===== config.mk =====
export PLATFORM = sky130hd
export DESIGN_NAME = div_unit_radix2
export DESIGN_NICKNAME = d
export VERILOG_FILES = /design/src/rtl/div_unit_radix2_pkg.sv /design/src/rtl/div_nr_step.sv /design/src/rtl/div_unit_radix2.sv
export SDC_FILE = /design/constraint.sdc
export NUM_CORES = 1
export LEC_CHECK = 0
export BUFFER_PORTS_ARGS = -buffer_cell sky130_fd_sc_hd__buf_4
export CORE_AREA = 2 2 134 202
export CTS_CLUSTER_SIZE = 24
export DETAILED_ROUTE_END_ITERATION = 16
export DIE_AREA = 0 0 136 204
export PLACE_DENSITY_LB_ADDON = 0.12
export SYNTH_ARGS = -nofsm -noshare
export SYNTH_HDL_FRONTEND = slang
export SYNTH_SLANG_ARGS = --single-unit

===== constraint.sdc =====
create_clock -name clk -period 6.92 [get_ports clk]
set_input_delay 1.038 -clock clk [delete_from_list [all_inputs] [get_ports clk]]
set_output_delay 1.038 -clock clk [all_outputs]
set_load 0.05 [all_outputs]

===== src/rtl/div_unit_radix2_pkg.sv =====
// Shared definitions for the radix-2 divider: state encodings and widths.
package div_unit_radix2_pkg;
  localparam int DIV_W     = 32;
  localparam int DIV_CNT_W = $clog2(DIV_W);

  typedef enum logic [1:0] {
    DIV_IDLE = 2'd0,
    DIV_ITER = 2'd1,
    DIV_FIX  = 2'd2,
    DIV_DONE = 2'd3
  } div_state_e;
endpackage


===== src/rtl/div_nr_step.sv =====
// One combinational non-restoring division step on a WIDTH+1-bit partial remainder.
module div_nr_step #(
  parameter int WIDTH = 32
) (
  input  logic [WIDTH:0]   rem,
  input  logic [WIDTH-1:0] d,
  input  logic             bit_in,
  output logic [WIDTH:0]   rem_next,
  output logic             qbit
);
  logic [WIDTH:0] shifted;
  logic [WIDTH:0] d_ext;

  // The shift may wrap modulo 2^(WIDTH+1); the add/sub result always fits, so the wrap cancels.
  assign shifted  = {rem[WIDTH-1:0], bit_in};
  assign d_ext    = {1'b0, d};
  assign rem_next = rem[WIDTH] ? (shifted + d_ext) : (shifted - d_ext);
  assign qbit     = ~rem_next[WIDTH];
endmodule


===== src/rtl/div_unit_radix2.sv =====
// Sequential radix-2 non-restoring divider (DIV/MOD/DIVU/MODU), one quotient bit per cycle,
// with an enable/ready/complete handshake toward the ALU.
module div_unit_radix2
  import div_unit_radix2_pkg::*;
#(
  parameter int WIDTH = DIV_W
) (
  input  logic             clk,
  input  logic             rstn,
  input  logic             enable,
  input  logic             sign_en,
  input  logic [WIDTH-1:0] op1,
  input  logic [WIDTH-1:0] op2,
  output logic [WIDTH-1:0] quo_o,
  output logic [WIDTH-1:0] rem_o,
  output logic             ready,
  output logic             complete
);
  localparam int CNT_W = $clog2(WIDTH);

  div_state_e       state;
  logic [CNT_W-1:0] cnt;
  logic [WIDTH:0]   rem_reg;
  logic [WIDTH-1:0] q_reg;
  logic [WIDTH-1:0] d_reg;
  logic [WIDTH-1:0] op1_l;
  logic             s1, s2;
  logic             div_zero, ovf;

  logic             neg1, neg2;
  logic [WIDTH:0]   step_rem;
  logic             step_q;
  logic [WIDTH-1:0] rem_mag;
  logic [WIDTH-1:0] quo_res, rem_res;

  assign neg1 = sign_en & op1[WIDTH-1];
  assign neg2 = sign_en & op2[WIDTH-1];

  div_nr_step #(.WIDTH(WIDTH)) u_step (
    .rem      (rem_reg),
    .d        (d_reg),
    .bit_in   (q_reg[WIDTH-1]),
    .rem_next (step_rem),
    .qbit     (step_q)
  );

  // Final correction and sign application; the low WIDTH bits suffice since the
  // corrected remainder lies in [0, D).
  always_comb begin
    // NOTE: every output gets a default first so no path can infer a latch.
    rem_mag = rem_reg[WIDTH] ? (rem_reg[WIDTH-1:0] + d_reg) : rem_reg[WIDTH-1:0];
    quo_res = (s1 ^ s2) ? -q_reg : q_reg;
    rem_res = s1 ? -rem_mag : rem_mag;
    if (div_zero) begin
      quo_res = '1;
      rem_res = op1_l;
    end else if (ovf) begin
      quo_res = {1'b1, {(WIDTH-1){1'b0}}};
      rem_res = '0;
    end
  end

  // NOTE: reset is synchronous here -- it is sampled only on the rising clock edge.
  always_ff @(posedge clk) begin
    if (!rstn) begin
      state    <= DIV_IDLE;
      ready    <= 1'b1;
      complete <= 1'b0;
      quo_o    <= '0;
      rem_o    <= '0;
      cnt      <= '0;
      rem_reg  <= '0;
      q_reg    <= '0;
      d_reg    <= '0;
      op1_l    <= '0;
      s1       <= 1'b0;
      s2       <= 1'b0;
      div_zero <= 1'b0;
      ovf      <= 1'b0;
    end else begin
      // NOTE: non-blocking assignments so every register updates from pre-edge values.
      complete <= 1'b0;
      unique case (state)
        DIV_IDLE, DIV_DONE: begin
          if (enable) begin
            s1       <= neg1;
            s2       <= neg2;
            op1_l    <= op1;
            q_reg    <= neg1 ? -op1 : op1;
            d_reg    <= neg2 ? -op2 : op2;
            rem_reg  <= '0;
            cnt      <= CNT_W'(WIDTH - 1);
            div_zero <= (op2 == '0);
            ovf      <= sign_en && (op1 == {1'b1, {(WIDTH-1){1'b0}}}) && (op2 == '1);
            state    <= DIV_ITER;
            ready    <= 1'b0;
          end else begin
            state <= DIV_IDLE;
            ready <= 1'b1;
          end
        end
        DIV_ITER: begin
          rem_reg <= step_rem;
          q_reg   <= {q_reg[WIDTH-2:0], step_q};
          cnt     <= cnt - 1'b1;
          if (cnt == '0) state <= DIV_FIX;
        end
        DIV_FIX: begin
          quo_o    <= quo_res;
          rem_o    <= rem_res;
          complete <= 1'b1;
          ready    <= 1'b1;
          state    <= DIV_DONE;
        end
        default: begin
          state <= DIV_IDLE;
          ready <= 1'b1;
        end
      endcase
    end
  end
endmodule


Word level (Yosys, flattened, before mapping). Cells that the tools add are included.

Register bits: 206.

Multiplexer cells: 22. Reductions and logical operators: 10. Equality and inequality tests: 7. Bitwise logic cells: 4. Add/sub/neg operators: 8.

Operator list (count): two-way mux 32 bit (10); negator 32 bit (4); two-way mux 33 bit (2); one-hot mux 33 bit (2 select lines) (1); equality test 32 bit (second input constant) (2); one-hot mux 32 bit (2 select lines) (1); adder 33 x 32 -> 33 bit (1); subtractor 33 x 32 -> 33 bit (1); adder 32 bit (1); logical NOT 32 bit (1); one-hot mux 5 bit (2 select lines) (1); one-hot mux 2 bit (3 select lines) (1); logical NOT 5 bit (1); two-way mux 5 bit (1); subtractor 5 x 1 -> 5 bit (second input constant) (1); equality test 2 bit (second input constant) (2); != test 2 bit (second input constant) (2); AND reduction 2 bit (2); nonzero test 2 bit (2); two-way mux 1 bit (3); AND 1 bit (2); equality test 2 x 1 -> 1 bit (second input constant) (1); logical AND 1 bit (2); logical NOT 2 bit (1); other kinds (5) (5).

Depth between registers and ports, before layout.
Depth in word-level cells: 6. Gate-level depth with buffers: 22. Depth with buffers taken out: 20.

Modules after synthesis. A second synthesis with hierarchy kept.

Cells, all modules: 2021. Area, all modules: 15513.6 um^2.

By module, submodules not included: div_unit_radix2 (cells an instance 1695, times used 1, seq. area each 4124.0 um^2, area an instance 13203.9 um^2); div_nr_step (cells an instance 326, times used 1, seq. area each 0.0 um^2, area an instance 2309.7 um^2).

Worst setup path before layout. No wires, ideal clock.

Path type: reg-to-reg. From: reg rem_reg[32]. To: reg q_reg[0]. Period minus slack after synthesis: 5.592 ns. Library setup time: 0.060 ns. Cell stages (with the launch flop): 23. Arrival: 5.532 ns. Slack: 1.328 ns. Buffers on the path: 7. Cell sequence: dfxtp_1 -> clkbuf_1 -> buf_1 -> buf_1 -> buf_2 -> buf_1 -> clkbuf_1 -> clkbuf_1 -> nor2_1 -> xor2_1 -> ha_1 -> nor2b_1 -> o21ai_0 -> a21boi_0 -> o21ai_0 -> a21oi_1 -> a211o_1 -> a21bo_2 -> o41ai_1 -> o21ai_0 -> mux2i_1 -> a311oi_1 -> and3_1.

Cells in the longest elaborated chain, start to end: 3.

Ends and longest elaborated chain: start: declaration (RTL line div_unit_radix2.sv:23) `logic [WIDTH:0] rem_reg;`; start signal: assignment (RTL line div_unit_radix2.sv:103) `rem_reg <= step_rem;`; two-way mux 33 bit (RTL line div_nr_step.sv:17) `assign rem_next = rem[WIDTH] ? (shifted + d_ext) : (shifted - d_ext);`; inverter 1 bit (RTL line div_nr_step.sv:18) `assign qbit = ~rem_next[WIDTH];`; one-hot mux 32 bit (2 select lines) (RTL line div_unit_radix2.sv:83) `unique case (state)`; end signal: assignment (RTL line div_unit_radix2.sv:89) `q_reg <= neg1 ? -op1 : op1;`; end signal: assignment (RTL line div_unit_radix2.sv:104) `q_reg <= {q_reg[WIDTH-2:0], step_q};`; end: declaration (RTL line div_unit_radix2.sv:24) `logic [WIDTH-1:0] q_reg;`.

No other way between the ends. A chain may end at the register's enable or synchronous reset.

Worst setup path after layout.
From: reg rem_reg[32]. To: reg rem_reg[32].

Cells in the longest elaborated chain, start to end: 2.

Ends and longest elaborated chain (RTL line): two-way mux 33 bit (div_nr_step.sv:17); one-hot mux 33 bit (2 select lines) (div_unit_radix2.sv:83).

No other way between the ends.

==> results summary <==
The run finished with clean final reports. Setup repair after global routing left no endpoint under its margin. Across all register-to-register paths, the minimum setup slack is about 1700 ps.

The number of core rows is 73. The final instance area is 16800 sq um. The critical path in this run is classified as reg -> reg. In this run the critical register-to-register path is launched from rem_reg[32]. The via density per instance came out at approximately 6.2. Leaving out fill and tap cells, the most frequent cells in the layout are 255 x sky130_fd_sc_hd__nand2_1, 219 x sky130_fd_sc_hd__a21oi_1, 205 x sky130_fd_sc_hd__dfxtp_1. Detailed placement finished with a half-perimeter wire length of 36.6 mm. The number of global-route vias before repair is about 14000.

The worst hold path begins at op1_l[20]. The worst clock skew came out at about 18 ps. The number of sinks on the clock net came out at slightly above 200. The initial core utilization came out at 56.9%. The arrival time at the worst endpoint is about 5600 ps. The quantity of I/O buffers inserted on ports came out at 133. The worst-path cell with the longest stage delay is sky130_fd_sc_hd__clkinv_1. The flip-flop count of the largest register, all copies and words added is 33. The number of antenna violations at the first check in global routing came out at 0. The number of top-level pins came out at about 130. The share of the clock period used by the worst path came out at 75.6%. The tree is rooted in a sky130_fd_sc_hd__clkbuf_16. The maximum number of buffers from clock root to sink is 3. The per-cell routed wire length came out at slightly above 20 um. The first global-routing pass estimated about 75 mm of wire. After synthesis the netlist holds a flip-flop and latch count of between 200 and 250.

The portion of synthesized cell area occupied by the leading cell type is 27.7%. The weighted congestion at the end of routability-driven global placement came out at about 1. The logic depth of the worst register-to-register path is 15.

STA classifies the critical path endpoint as a register. The post-cts hold buffer count came out at 0. The worst slew margin relative to its limit came out at between 10% and 20%. In this run the static leakage power is between 6 and 7 nW. The residual antenna-violating net count after detailed routing is 0. When the netlist entered floorplanning its net count stood at 2146. Dividing total power by cell area gives a power density of 461 nW/um^2. The synthesis-to-finish area growth came out at 12.8%. In the synthesized netlist the dominant register cell turns out to be sky130_fd_sc_hd__dfxtp_1.

In the final timing run, aggregate negative setup slack is 0 ps. The final layout contains routed wiring with a total length of about 50 mm. For hold timing, the worst endpoint is op1_l[20]. The total overflow reported by the global router came out at 0. The peak per-stage delay on the critical path is between 900 and 1000 ps.

The endpoint identified for the worst register-to-register timing path is rem_reg[32]. The highest attainable clock frequency is roughly 190 MHz. The first TritonRoute pass finished after 5 iterations. The finished layout holds between 2000 and 2500 standard cells, fillers aside.

The vertical die dimension is around 200 um. The die covers roughly 28000 sq um. Synthesis produced a netlist whose cell count is ~2000. The worst hold path stage count is 2. The number of H-tree branching levels came out at 1. The worst hold path belongs to the class reg -> reg.

For this run, the share of the core covered by cells in the final layout is approximately 64%. TritonCTS built the clock tree. The layout cell share with drive strength beyond 1 came out at around 11%.

The core box area is 26100 sq um. The number of nets in the layout came out at around 2200. The count of buffers added by post-CTS timing repair for setup came out at 0.

The number of max-capacitance violations reported came out at 0. The number of hold violations in the final report is 0. The worst-margin pin slew is between 1000 and 1500 ps. The detailed router placed between 15000 and 20000 vias in this run. In this run the horizontal extent of the chip is about 140 um.

The pin count of the biggest net entering global routing is between 90 and 100. sky130_fd_sc_hd__dfxtp_1 takes more of the synthesized area than any other cell. Post-CTS repair changed the size of 0 cells.

Leaving out fill and tap cells, the most frequent cell in the layout is sky130_fd_sc_hd__nand2_1. The number of failing setup endpoints in the final timing report is 0. The total CTS buffers is 22.

The initial DRC count is between 1000 and 1500. The clock network latency to the later pin of the worst-skew pair is between 500 and 600 ps. The element type at the critical path start is a register. The share of the yosys chip area belonging to registers is between 20% and 30%.

Subtracting the final worst setup slack from the clock period gives ~5200 ps. The yosys synthesis warning count is 0. The global-route total usage across every layer is between 30% and 40%.

The post-place instance area came out at about 16000 sq um. The largest vdd supply drop came out at 0.276 mV. 0 antenna diodes ended up in the layout. The count of cell types in the netlist came out at roughly 80.

The number of DRC violations after detailed routing came out at 0. The clock-pin slew of the registers on the worst-case setup and hold paths came out at around 70 ps. Counting the fill cells in the layout gives around 2400. STA puts the critical path data required time at about 7300 ps. The share of flip-flops with an asynchronous set or reset came out at 0%. Summing every instance area after synthesis gives 14900 sq um.

Along the worst path, the maximum fanout reaches 40. By area the synthesized netlist is led by sky130_fd_sc_hd__dfxtp_1 28%, sky130_fd_sc_hd__a21oi_1 7.4%, sky130_fd_sc_hd__nand2_1 6.4%, sky130_fd_sc_hd__ha_1 6.2%, sky130_fd_sc_hd__xnor2_1 5.5%. The post-layout total power is between 7 and 8 mW. Traced cell by cell, the critical path runs through clkinv_1, nand2_1, xnor2_1, ha_1, a21oi_1, nor2b_1, o21ai_0, nand2b_1, a211o_1, a21bo_2, o41ai_1, o21ai_0, mux2i_1, a311oi_1, a21oi_1. The number of enable-type register cells in the synthesized netlist came out at 0. The average instance in the mapped netlist occupies around 7.4 sq um. Once placement completed, the tool counted placed cells totaling about 2400. The max-slew violation count was 0.
## stage by stage
step	setup slack (ps)	hold WS [ps]
floorplan	1330	436
global placement	1940	442
detailed placement	1880	448
CTS	1860	458
global route	1360	476
finish	1690	459
## synthesized netlist by cell type (all sizes together) (5+ instances only)
cell and instances:
nor2 202, ha 74, nor3 56, o21ai 131, buf 17, nand4 21, a22oi 38, a21o 33
o31a 5, o31ai 20, clkbuf 98, nor4 18, or3 27, xor2 88, nand2b 12, o41ai 14
mux2i 16, nand3 40, mux2 10, o22ai 30, o211ai 8, and3 8, a31oi 39, o21a 8
inv 50, a21oi 220, or2 9, a31o 7, a211oi 39, or4 12, nor2b 14, o21bai 11
a311oi 9, dfxtp 206, nand2 255, xnor2 94, and2 15
## kinds of logic after synthesis
| logic type | Yosys count | share of synthesized area (%) |
|---|---|---|
| muxes | 26 | 1.86 |
| buffers and inverters | 167 | 4.24 |
| xor gates and xnor gates | 182 | 10.7 |
| and+or+nand+nor | 706 | 21.7 |
| DFF | 206 | 27.7 |
| AOI/OAI and AO/OA | 639 | 27.2 |
| adders and majority gates | 76 | 6.50 |
## power by group
part           internal [mW]  switching (mW)  total (mW)
registers               1.51           0.432        1.94
logic                   1.65            2.87        4.52
clock network          0.750           0.521        1.27
## area by class of cell
| type | count | area [sq um] | share of cell area (%) |
|---|---|---|---|
| Timing Repair Buffer | 149 | 1120 | 6.67 |
| Clock inverter | 11 | 138 | 0.821 |
| Inverter | 52 | 198 | 1.18 |
| Clock buffer | 28 | 624 | 3.72 |
| Sequential cell | 206 | 4130 | 24.6 |
| Multi-Input combinational cell | 1629 | 10100 | 60.5 |
| Tap cell | 337 | 422 | 2.52 |
## critical path: cells and delay by family, from the launching register on
family                     cells  cell delay, ps
buffers and inverters          1             940
muxes                          1             190
AOI/OAI and AO/OA              8            2320
and+or+nand+nor                3             410
adders and majority gates      1             240
xor gates and xnor gates       1             110
DFF                            1             870
## metal layers
layer / up-vias / global-route usage, % / wire, um
met5: - / 0 / 0
met1: 7119 / 36.7 / 18400
met3: 174 / 3.57 / 2220
met2: 464 / 60.8 / 24000
li1: 7306 / - / -
met4: 0 / 27.2 / 4250
## worst max path at each step
stage / from / endpoint / slack [ps] / depth (start not counted)
finish: rem_reg[32] / rem_reg[32] / 1690 / 15
global route: rem_reg[32] / q_reg[0] / 1360 / 15
CTS: rem_reg[32] / rem_reg[32] / 1860 / 15
detailed placement: rem_reg[32] / rem_reg[32] / 1880 / 15
global placement: rem_reg[32] / rem_reg[31] / 1940 / 16
floorplan: rem_reg[32] / q_reg[0] / 1330 / 22
No activity file was read; power rests on OpenSTA's default activity.
